### src/rtl/wolfram_ca_engine_pkg.sv
// Shared types and constants for the 1-D elementary cellular automaton engine.
package wolfram_ca_engine_pkg;

  typedef enum logic [1:0] {
    IDLE = 2'd0,
    RUN  = 2'd1,
    DONE = 2'd2
  } ca_state_t;

  localparam int RULE_IDX_W = 3;

endpackage

### src/rtl/wolfram_ca_engine_ca_rule_cell.sv
// One-cell rule lookup: the neighbourhood selects a bit of the rule byte.
module ca_rule_cell
  import wolfram_ca_engine_pkg::*;
(
  input  logic       l,
  input  logic       c,
  input  logic       r,
  input  logic [7:0] rule,
  output logic       next
);

  // Bit 7 - {l,c,r} of the rule is the same as indexing with the inverted neighbourhood.
  logic [RULE_IDX_W-1:0] idx;

  assign idx  = ~{l, c, r};
  assign next = rule[idx];

endmodule

### src/rtl/wolfram_ca_engine.sv
// Elementary cellular automaton engine: loads a seed, then evolves it for a
// latched number of generations, stopping early on a fixed point.
module wolfram_ca_engine
  import wolfram_ca_engine_pkg::*;
#(
  parameter int N_CELLS = 8,
  parameter int WRAP    = 1,
  parameter int CNT_W   = 8
) (
  input  logic               clk,
  input  logic               rst_n,
  input  logic [7:0]         rule,
  input  logic [N_CELLS-1:0] seed,
  input  logic               load,
  input  logic               start,
  input  logic [CNT_W-1:0]   num_steps,
  input  logic               halt,
  output logic [N_CELLS-1:0] cells,
  output logic               busy,
  output logic               done,
  output logic               stable,
  output logic [CNT_W-1:0]   gen_count
);

  ca_state_t          state;
  logic [N_CELLS-1:0] cells_q;
  logic [N_CELLS-1:0] cells_next;
  logic [N_CELLS-1:0] left_nb;
  logic [N_CELLS-1:0] right_nb;
  logic [7:0]         rule_q;
  logic [CNT_W-1:0]   steps_q;
  logic [CNT_W-1:0]   gen_q;
  logic [CNT_W-1:0]   gen_inc;
  logic               busy_q;
  logic               done_q;
  logic               stable_q;

  // Higher index is the left neighbour; the edges either wrap or read zero.
  for (genvar i = 0; i < N_CELLS; i++) begin : g_cell
    if (i == N_CELLS - 1) begin : g_left_edge
      assign left_nb[i] = (WRAP != 0) ? cells_q[0] : 1'b0;
    end else begin : g_left_mid
      assign left_nb[i] = cells_q[i+1];
    end

    if (i == 0) begin : g_right_edge
      assign right_nb[i] = (WRAP != 0) ? cells_q[N_CELLS-1] : 1'b0;
    end else begin : g_right_mid
      assign right_nb[i] = cells_q[i-1];
    end

    ca_rule_cell u_cell (
      .l    (left_nb[i]),
      .c    (cells_q[i]),
      .r    (right_nb[i]),
      .rule (rule_q),
      .next (cells_next[i])
    );
  end

  assign gen_inc = gen_q + {{(CNT_W-1){1'b0}}, 1'b1};

  always_ff @(posedge clk or negedge rst_n) begin
    if (!rst_n) begin
      state    <= IDLE;
      cells_q  <= '0;
      rule_q   <= '0;
      steps_q  <= '0;
      gen_q    <= '0;
      busy_q   <= 1'b0;
      done_q   <= 1'b0;
      stable_q <= 1'b0;
    end else begin
      case (state)
        IDLE: begin
          done_q <= 1'b0;
          // Load wins over start when both arrive together.
          if (load) begin
            cells_q <= seed;
          end else if (start) begin
            rule_q   <= rule;
            steps_q  <= num_steps;
            gen_q    <= '0;
            stable_q <= 1'b0;
            if (num_steps == '0) begin
              state  <= DONE;
              done_q <= 1'b1;
            end else begin
              state  <= RUN;
              busy_q <= 1'b1;
            end
          end
        end
        RUN: begin
          if (!halt) begin
            cells_q <= cells_next;
            gen_q   <= gen_inc;
            if ((gen_inc == steps_q) || (cells_next == cells_q)) begin
              state    <= DONE;
              busy_q   <= 1'b0;
              done_q   <= 1'b1;
              stable_q <= (cells_next == cells_q);
            end
          end
        end
        DONE: begin
          state  <= IDLE;
          done_q <= 1'b0;
        end
        default: begin
          state  <= IDLE;
          busy_q <= 1'b0;
          done_q <= 1'b0;
        end
      endcase
    end
  end

  assign cells     = cells_q;
  assign busy      = busy_q;
  assign done      = done_q;
  assign stable    = stable_q;
  assign gen_count = gen_q;

endmodule

### config.mk
export PLATFORM = sky130hd
export DESIGN_NAME = wolfram_ca_engine
export DESIGN_NICKNAME = d
export VERILOG_FILES = /design/src/rtl/wolfram_ca_engine_pkg.sv /design/src/rtl/wolfram_ca_engine_ca_rule_cell.sv /design/src/rtl/wolfram_ca_engine.sv
export SDC_FILE = /design/constraint.sdc
export NUM_CORES = 1
export LEC_CHECK = 0
export CAP_MARGIN = 15
export CORE_UTILIZATION = 30
export CTS_BUF_LIST = sky130_fd_sc_hd__clkbuf_8
export DETAILED_ROUTE_END_ITERATION = 7
export DONT_BUFFER_PORTS = 1
export HOLD_SLACK_MARGIN = 0.12
export PLACE_DENSITY = 0.45
export SYNTH_ARGS = -nofsm -noshare
export SYNTH_HDL_FRONTEND = slang
export SYNTH_SLANG_ARGS = --single-unit
### constraint.sdc
create_clock -name clk -period 2.2 [get_ports clk]
set_input_delay 0.33 -clock clk [delete_from_list [all_inputs] [get_ports clk]]
set_output_delay 0.33 -clock clk [all_outputs]
set_load 0.01 [all_outputs]
==> flow_summary.ini, run 1 <==
[cells_and_area]
finalNonFillerCells = 454
final.fill_count = 948
regArea_um2 = 941
post-route-util = 0.370
nNetsFinal = 354
layout-drive-gt1-share = 0.351
finish.instance_area_um2 = 3420
multi_input_area_um2 = 1780
antennaDiodeCount = 0
syn_to_final_growth_pct = 19.4

[route]
num_vias = 2377
via_per_inst = 5.24
finalWirelength_um = 7950
wl_per_cell_um = 17.5
antenna_left = 0
first_pass_iters = 4
drc = 0
first_iter_violations = 77

[logic_synthesis]
synth_mux_area_frac = 0.221
synth_top_family_by_area = multiplexers
synth_edf_count = 0
yosysUniqueCellTypes = 63
yosys.area_share.simple = 0.167
synth_compound_area_frac = 0.171
synth_top_area_share = 0.324
yosys-top-cells-area = dfrtp_1, mux2_2, mux2i_1
ys_ff_latch = 37
yosysMostFrequentCell = dfrtp_1
yosysTopAreaCell = dfrtp_1
synthArstFlopShare = 1.00
synthAdderAreaFrac = 0.00437
synth.net_count = 331
synthXorXnorAreaFrac = 0.0306
yosysSeqAreaShare = 0.324
synthTopCellsByCount = dfrtp_1, nor2_1, nand2_1
ys_warn_count = 0
postSynthCellCount = 301
synth_ff_type = dfrtp_1
avgSynthCellArea_um2 = 9.50
synthesis.area_um2 = 2860

[clock_tree]
h-tree-depth = 2
clk_pin_slew_worst_paths_ns = 0.09
cts_buffers = 5
cts_tree = yes
cts_buffer_depth = 2
cts_sinks = 37
clock_latency_ns = 0.29
cts_root_buf = clkbuf_8

[critical_path]
crit_chain = mux2_4 -> mux4_2 -> nand2b_2 -> nor2_2 -> and3_4 -> o41a_1
crit_family = multiplexers
critical_path_class = register to register
ff2ff_path_depth = 6
reg2reg_to = done$_DFFE_PN0P_
critical_path_required_ns = 2.38
critPathMaxFanout = 8
r2r-start = cells[0]$_DFFE_PN0P_
cpMaxStageDelayCell = mux4_2
arrival_ns = 2.30
critPathCaptureType = register
worst-r2r-setup-slack_ns = 0.07
critPathLaunchType = register
slowest_delay_ns = 0.49
crit_buf_inv = 0

[place]
routabilityCongestion = 0.854
port_buffers = 0
place_inst = 441
placed_cell_area_um2 = 3160
place.detailed.hpwl_um = 5910

[min_path]
hold_path_end = rule_q[2]$_DFFE_PN0P_
hold_path.class = input port to register
min_delay_path_depth = 2
min-delay-start = rule[2]

[sta]
fin_tns_setup_ns = 0
hold_violations = 0
period_share = 0.967
slew_headroom = 0.640
finalSetupViolCount = 0
min_period_ns = 2.13
finalClockSkew_ns = 0.00675
max_clock_freq_mhz = 470
rsz0062_at_grt = yes
holdWs_ns = 0.157
finalMaxSlewViolations = 0
worst_slew_pin_slew_ns = 0.540

[power_and_ir_drop]
irDropWorstVdd_mv = 0.651
p_leak_nw = 1.39
power_density_nw_per_um2 = 1600

[die]
core_um2 = 9240
initial_core_util = 0.310
io_pins = 48
die_y_um = 99.6
fp-row-count = 35
dieArea_um2 = 9930
fp.dieW_um = 99.6

[global_route]
track_usage = 0.164
grt_max_degree = 38
grt_remaining_overflow = 0
antenna_found_initial = 0
grt_pass1_wl_um = 12600
grt_pass1_vias = 2309

[status]
status = completed

[job]
cap_violations = 0
## power breakdown
part | internal, mW | total, mW | switching [mW]
Sequential | 0.989 | 1.55 | 0.559
Combinational | 1.76 | 3.29 | 1.53
Clock | 0.340 | 0.623 | 0.283
## cell families (layout without fill, tap and decap cells)
kind of cell	after synthesis	count (layout)
AND/OR/NAND/NOR	93	93
AO/OA/AOI/OAI	69	69
multiplexers	49	49
buffers and inverters	42	66
flip-flops	37	37
XOR/XNOR	10	10
adder cells (fa/ha/maj)	1	1
## worst max-delay path by stage
stage	from	end	slack [ns]	cells past startpoint
after floorplan	gen_count[0]$_DFFE_PN0P_	state[0]$_DFFE_PN0P_	0.02	7
after global placement	cells[0]$_DFFE_PN0P_	done$_DFFE_PN0P_	-0.004	7
after detailed placement	cells[0]$_DFFE_PN0P_	done$_DFFE_PN0P_	-0.03	7
after CTS	cells[0]$_DFFE_PN0P_	done$_DFFE_PN0P_	0.05	7
after global routing	cells[7]$_DFFE_PN0P_	done$_DFFE_PN0P_	-0.02	6
final	cells[0]$_DFFE_PN0P_	done$_DFFE_PN0P_	0.07	6
## timing repair
action                                 CTS  global route
buffers inserted                         0             3
setup endpoints to repair                1             5
gates resized for setup                  3            21
pin swaps                                0             5
hold buffers                             2             0
endpoints found under the hold margin   37             0
## stage by stage
stage               worst slack (ns)  power [mW]
floorplan                     0.0151        3.76
global placement            -0.00417        4.57
detailed placement           -0.0256        4.59
CTS                           0.0489        5.27
global route                 -0.0174        5.88
finish                        0.0727        5.46
## layer usage
metal  vias to the layer above  share of wire  track usage
li1                       1138              -            -
met1                      1188           0.51        0.239
met2                        47           0.44        0.245
met3                         4          0.039       0.0379
met4                         0         0.0084       0.0419
met5                         -              0            0
## cell type report
type,instances,share of cell area
tap,129,0.0473
sequential,37,0.275
timing repair buffer,49,0.113
inverter,9,0.00989
clock buffer,5,0.0201
multi-input combinational,222,0.521
clock inverter,3,0.0128
## worst register-to-register path, cell delays in order, from the launching register on
cell and delay (ns):
dfrtp_2 0.48, mux2_4 0.31, mux4_2 0.49, nand2b_2 0.10
nor2_2 0.05, and3_4 0.18, o41a_1 0.39
## registers in the layout, summed over array words and instances, names as in the netlist
signal     count
busy           1
cells          8
done           1
gen_count      8
rule_q         8
stable         1
state          2
steps_q        8
## cells in the final DEF, fill, tap and decap left out, types with 3 or more instances in the layout
cell type / n
nor2_1: 26
nor2b_1: 8
xor2_1: 5
a31oi_1: 4
o31ai_1: 4
nor3_1: 5
o21ai_0: 17
mux2_2: 21
mux2i_1: 16
nand3_1: 3
nand2b_1: 4
inv_1: 9
and3_1: 3
a21oi_1: 11
a211oi_1: 7
nand2_1: 23
mux4_2: 7
buf_4: 46
dfrtp_1: 25
xnor2_1: 5
clkbuf_8: 5
dfrtp_2: 12
Note: power is estimated with default switching activity, not from simulation.
==> inputs of run 2 (changes only) <==
--- a/config.mk
+++ b/config.mk
@@ -5,12 +5,14 @@
 export SDC_FILE = /design/constraint.sdc
 export NUM_CORES = 1
 export LEC_CHECK = 0
+export ABC_AREA = 0
 export CAP_MARGIN = 15
 export CORE_UTILIZATION = 30
 export CTS_BUF_LIST = sky130_fd_sc_hd__clkbuf_8
 export DETAILED_ROUTE_END_ITERATION = 7
 export DONT_BUFFER_PORTS = 1
 export HOLD_SLACK_MARGIN = 0.12
+export MAX_ROUTING_LAYER = met4
 export PLACE_DENSITY = 0.45
 export SYNTH_ARGS = -nofsm -noshare
 export SYNTH_HDL_FRONTEND = slang
==> run 2 against run 1 <==
Against the previous run:
- global-route usage grew 0.48 points
- worst hold slack lost 0.0010 ns
- sequential power is essentially flat
- highest routed layer unchanged
- setup slack lost 0.0066 ns
- die area is the same
==> flow_summary.ini, run 2 (same netlist as run 1, synthesis figures left out) <==
[min_path]
min-delay-start = rule[2]
hold_path.class = input port to register
hold_path_end = rule_q[2]$_DFFE_PN0P_
min_delay_path_depth = 2

[global_route]
busiest_layer = met2
grt_remaining_overflow = 0
track_usage = 0.169
met1_usage = 0.240
antenna_found_initial = 0
grt_pass1_wl_um = 12600
grt_use_met2 = 0.244
grt_pass1_vias = 2309
grt_max_degree = 38
use_met3 = 0.0351

[critical_path]
critPathCaptureType = register
crit_chain = mux2_4 -> mux4_2 -> nand2b_2 -> nor2_2 -> and3_4 -> o41a_1
critPathMaxFanout = 8
critPathLaunchType = register
critical_path_class = register to register
cpMaxStageDelayCell = mux4_2
critical_path_required_ns = 2.37
reg2reg_to = done$_DFFE_PN0P_
ff2ff_path_depth = 6
r2r-start = cells[0]$_DFFE_PN0P_
slowest_delay_ns = 0.49
arrival_ns = 2.31
worst-r2r-setup-slack_ns = 0.07

[place]
routabilityCongestion = 0.868
place.detailed.hpwl_um = 5910
port_buffers = 0
post-place-ws_ns = -0.0256

[cells_and_area]
antennaDiodeCount = 0
nNetsFinal = 354
final_cell_mix = buf_4, nor2_1, dfrtp_1
final_common_cell = buf_4
layout-drive-gt1-share = 0.351
syn_to_final_growth_pct = 19.4

[clock_tree]
clk_pin_slew_worst_paths_ns = 0.09
cts_sinks = 37
cts_buffer_depth = 2
h-tree-depth = 2
clock_latency_ns = 0.29
cts_root_buf = clkbuf_8
cts_buffers = 5
cts_tree = yes

[power_and_ir_drop]
p_leak_nw = 1.39
irDropWorstVdd_mv = 0.653
power_density_nw_per_um2 = 1600

[sta]
finalMaxSlewViolations = 0
layout_setup_ws_ns = 0.0660
min_period_ns = 2.13
max_clock_freq_mhz = 469
worst_slew_pin_slew_ns = 0.541
finalClockSkew_ns = 0.00737
rsz0062_at_grt = yes
period_share = 0.970
finalSetupViolCount = 0
hold_violations = 0
fin_tns_setup_ns = 0
slew_headroom = 0.639

[die]
initial_core_util = 0.310
io_pins = 48
dieArea_um2 = 9930
core_um2 = 9240
fp.dieW_um = 99.6
fp-row-count = 35
die_y_um = 99.6

[status]
status = completed

[route]
first_iter_violations = 103
via_per_inst = 5.18
antenna_left = 0
first_pass_iters = 4
finalWirelength_um = 7910
num_vias = 2350
wl_per_cell_um = 17.4
drc = 0

[job]
cap_violations = 0
run 2: cell counts in the layout (fill, tap and decap cells not counted):
No cell type changed its count.
run 2: worst max-delay path by stage:
stage | start | end | slack (ns) | depth (start not counted)
floorplan | gen_count[0]$_DFFE_PN0P_ | state[0]$_DFFE_PN0P_ | 0.02 | 7
global route | cells[7]$_DFFE_PN0P_ | done$_DFFE_PN0P_ | -0.02 | 6
finish | cells[0]$_DFFE_PN0P_ | done$_DFFE_PN0P_ | 0.07 | 6
global placement | cells[0]$_DFFE_PN0P_ | done$_DFFE_PN0P_ | -0.004 | 7
detailed placement | cells[0]$_DFFE_PN0P_ | done$_DFFE_PN0P_ | -0.03 | 7
CTS | cells[0]$_DFFE_PN0P_ | done$_DFFE_PN0P_ | 0.05 | 7
run 2: area by class of cell:
cell class	count	area, um2
fill	948	5820
sequential	37	941
inverter	9	33.8
timing repair buffer	49	387
clock buffer	5	68.8
clock inverter	3	43.8
multi-input combinational	222	1780
tap	129	161
run 2: routing by layer:
layer  vias to the layer above  wire length [um]  share of wire
met5                         -                 0              0
met4                         0                29         0.0037
met3                         2               360          0.046
met2                        54              3580           0.45
met1                      1160              3940           0.50
li1                       1134                 -              -
run 2: what timing repair did:
item / 4_1_cts / 5_1_grt
hold buffers: 2 / 0
cloned: 0 / 0
gates resized for setup: 3 / 21
hold endpoints to repair: 37 / 0
buffers inserted: 0 / 3
pin swaps: 0 / 5
setup endpoints to repair: 1 / 5
run 2: metrics by stage:
step / area [um2] / power [mW] / hold slack (ns) / util / std cells
2_1_floorplan: 2860 / 3.76 / 0.0344 / - / 301
6_report: 3420 / 5.46 / 0.156 / 0.370 / 454
3_5_place_dp: 3160 / 4.59 / 0.0358 / 0.342 / 441
5_1_grt: 3420 / 5.87 / 0.151 / 0.370 / 454
4_1_cts: 3310 / 5.27 / 0.141 / 0.358 / 451
3_3_place_gp: 3160 / 4.57 / 0.0355 / 0.342 / 441
run 2: critical path: cells and delay by family (launching register included):
| kind | cells | cell delay (ns) |
|---|---|---|
| multiplexers | 2 | 0.80 |
| flip-flops | 1 | 0.48 |
| AO/OA/AOI/OAI | 1 | 0.40 |
| AND/OR/NAND/NOR | 3 | 0.33 |
run 2: report_power, final:
group | total [mW] | internal, mW | switching (mW)
sequential | 1.55 | 0.989 | 0.557
combinational | 3.29 | 1.77 | 1.52
clock | 0.625 | 0.340 | 0.284
total | 5.46 | 3.09 | 2.36
==> inputs of run 3 (changes only) <==
--- a/config.mk
+++ b/config.mk
@@ -16,4 +16,5 @@
 export PLACE_DENSITY = 0.45
 export SYNTH_ARGS = -nofsm -noshare
 export SYNTH_HDL_FRONTEND = slang
+export SYNTH_HIERARCHICAL = 1
 export SYNTH_SLANG_ARGS = --single-unit
==> run 3 against run 2 <==
Against the previous run:
- the run now ends with negative setup slack left
- core utilization increased by 2.6 points
- sequential power down 6%
- combinational power shrank 3%
- non-clock buffer count shrank 7
- critical path depth is the same
- synthesized cell count down 15%
- cell area shrank 8.7%
- first-iteration DRC count up 78%
- clock-buffer cell count increased by 1
- routed wire length shrank 13%
- sequential cell count did not move
- critical endpoint is now busy$_DFFE_PN0P_
- highest routed layer unchanged
==> flow_summary.ini, run 3 <==
[status]
status = finished with violations
violations = negative setup slack

[power_and_ir_drop]
power_density_nw_per_um2 = 1700
irDropWorstVdd_mv = 0.522
p_leak_nw = 1.34

[critical_path]
worst-r2r-setup-slack_ns = -0.24
crit_chain = buf_6 -> mux4_2 -> mux2_4 -> xor2_1 -> or4_4 -> a31o_1
arrival_ns = 2.64
critical_path_required_ns = 2.39
slowest_delay_ns = 0.57
cpMaxStageDelayCell = or4_4
critPathCaptureType = register
r2r-start = rule_q[2]$_DFFE_PN0P_
critPathLaunchType = register
reg2reg_to = busy$_DFFE_PN0P_
ff2ff_path_depth = 6
critical_path_class = register to register
critPathMaxFanout = 6

[cells_and_area]
nNetsFinal = 322
finalNonFillerCells = 395
layout-drive-gt1-share = 0.324
final_common_cell = nand2_1
regArea_um2 = 946
multi_input_area_um2 = 1560
final.fill_count = 801
antennaDiodeCount = 0
final_cell_mix = nand2_1, buf_4, dfrtp_1
post-route-util = 0.395
syn_to_final_growth_pct = 24.4

[sta]
finalMaxSlewViolations = 0
period_share = 1.11
layout_setup_ws_ns = -0.243
min_period_ns = 2.44
holdWs_ns = 0.133
max_clock_freq_mhz = 409
slew_headroom = 0.692
worst_slew_pin_slew_ns = 0.462
finalSetupViolCount = 5
hold_violations = 0
rsz0062_at_grt = yes
finalClockSkew_ns = 0.00546

[route]
finalWirelength_um = 6870
via_per_inst = 5.36
first_iter_violations = 183
num_vias = 2118
drc = 0
wl_per_cell_um = 17.4
first_pass_iters = 5
antenna_left = 0

[logic_synthesis]
yosysUniqueCellTypes = 44
synthTopCellsByCount = nand2_1, dfrtp_1, mux4_1
yosysMostFrequentCell = nand2_1
ys_warn_count = 6
postSynthCellCount = 256
yosysSeqAreaShare = 0.369
yosys-top-cells-area = dfrtp_1, mux4_1, nand2_1
ys_ff_latch = 37
synthArstFlopShare = 1.00
synth_edf_count = 0
synth.net_count = 286
avgSynthCellArea_um2 = 9.79
synth_top_area_share = 0.369
synth_ff_type = dfrtp_1
synthesis.area_um2 = 2510
yosysTopAreaCell = dfrtp_1

[clock_tree]
cts_buffer_depth = 2
cts_buffers = 5
h-tree-depth = 2
clock_latency_ns = 0.30
clk_pin_slew_worst_paths_ns = 0.08
cts_sinks = 37
cts_tree = yes
cts_root_buf = clkbuf_8

[die]
core_um2 = 7890
die_y_um = 93.4
dieArea_um2 = 8720
io_pins = 48
fp-row-count = 32
fp.dieW_um = 93.4
initial_core_util = 0.318

[global_route]
grt_remaining_overflow = 0
antenna_found_initial = 0
grt_pass1_vias = 2075
track_usage = 0.171
grt_pass1_wl_um = 11100
grt_max_degree = 38

[place]
port_buffers = 0
routabilityCongestion = 0.796
place.detailed.hpwl_um = 4820
place_inst = 373

[min_path]
min_delay_path_depth = 2
hold_path_end = rule_q[6]$_DFFE_PN0P_
hold_path.class = input port to register
min-delay-start = rule[6]

[job]
cap_violations = 0
-- run 3: changes by cell type after synthesis, moves of 8 or more --
cell,change
buf_4,-8
nor2_1,-12
mux2_2,-13
mux4_1,+15
mux2i_1,-15
a31oi_1,+10
nand2_1,+47
-- run 3: timing repair --
action                     4_1_cts  5_1_grt
setup buffers                    3        5
setup endpoints to repair        5        5
resized for setup               13       26
hold endpoints to repair        41        0
pin swaps                        0        6
hold buffers                     6        0
-- run 3: how the worst max path moves through the flow --
stage	from	to	slack, ns	depth (start not counted)
2_1_floorplan	cells[2]$_DFFE_PN0P_	state[0]$_DFFE_PN0P_	-0.1	6
3_3_place_gp	cells[0]$_DFFE_PN0P_	state[0]$_DFFE_PN0P_	-0.27	6
3_5_place_dp	cells[0]$_DFFE_PN0P_	stable$_DFFE_PN0P_	-0.26	7
4_1_cts	cells[3]$_DFFE_PN0P_	state[0]$_DFFE_PN0P_	-0.19	6
5_1_grt	rule_q[2]$_DFFE_PN0P_	busy$_DFFE_PN0P_	-0.30	6
6_report	rule_q[2]$_DFFE_PN0P_	busy$_DFFE_PN0P_	-0.24	6
-- run 3: where the power goes --
group / leakage, nW / internal (mW) / switching, mW
Clock: 0.0574 / 0.369 / 0.283
Combinational: 0.844 / 1.84 / 1.36
Sequential: 0.443 / 1.01 / 0.450
-- run 3: kinds of logic (layout without fill, tap and decap cells) --
kind of cell    count (synthesis)  count (layout)  share of synthesized area
mux                            25              25                      0.208
compound gates                 45              45                      0.120
simple gates                  115             115                      0.210
buf+inv                        17              54                     0.0290
xor+xnor                       16              16                     0.0589
flops                          37              37                      0.369
fa+ha+maj                       1               1                    0.00499
-- run 3: layer usage --
layer / vias to the layer above / part of all wire / wire [um] / track usage
met5: - / 0 / 0 / -
met4: 0 / 0.017 / 119 / 0.0603
met3: 9 / 0.043 / 296 / 0.0350
met2: 55 / 0.46 / 3150 / 0.248
met1: 1044 / 0.48 / 3300 / 0.238
li1: 1010 / - / - / -
-- run 3: layout make-up --
cell class,count,area share
clock buffer,6,0.0265
clock inverter,2,0.0120
inverter,4,0.00482
multi-input combinational,202,0.500
sequential,37,0.303
tap,102,0.0409
timing repair buffer,42,0.113
-- run 3: stage by stage --
step | area, um2 | setup TNS, ns | power, mW | worst slack, ns
finish | 3120 | -0.984 | 5.30 | -0.243
global route | 3120 | -1.36 | 5.70 | -0.304
CTS | 3020 | -0.737 | 4.92 | -0.185
detailed placement | 2780 | -1.05 | 4.05 | -0.256
global placement | 2780 | -1.19 | 4.05 | -0.272
floorplan | 2500 | -0.303 | 3.19 | -0.0968
-- run 3: worst max-delay path: cells and delay by family, from the launching register on --
family / cells / cell delay [ns]
flops: 1 / 0.45
xor+xnor: 1 / 0.17
compound gates: 1 / 0.24
buf+inv: 1 / 0.13
simple gates: 1 / 0.57
mux: 2 / 0.78
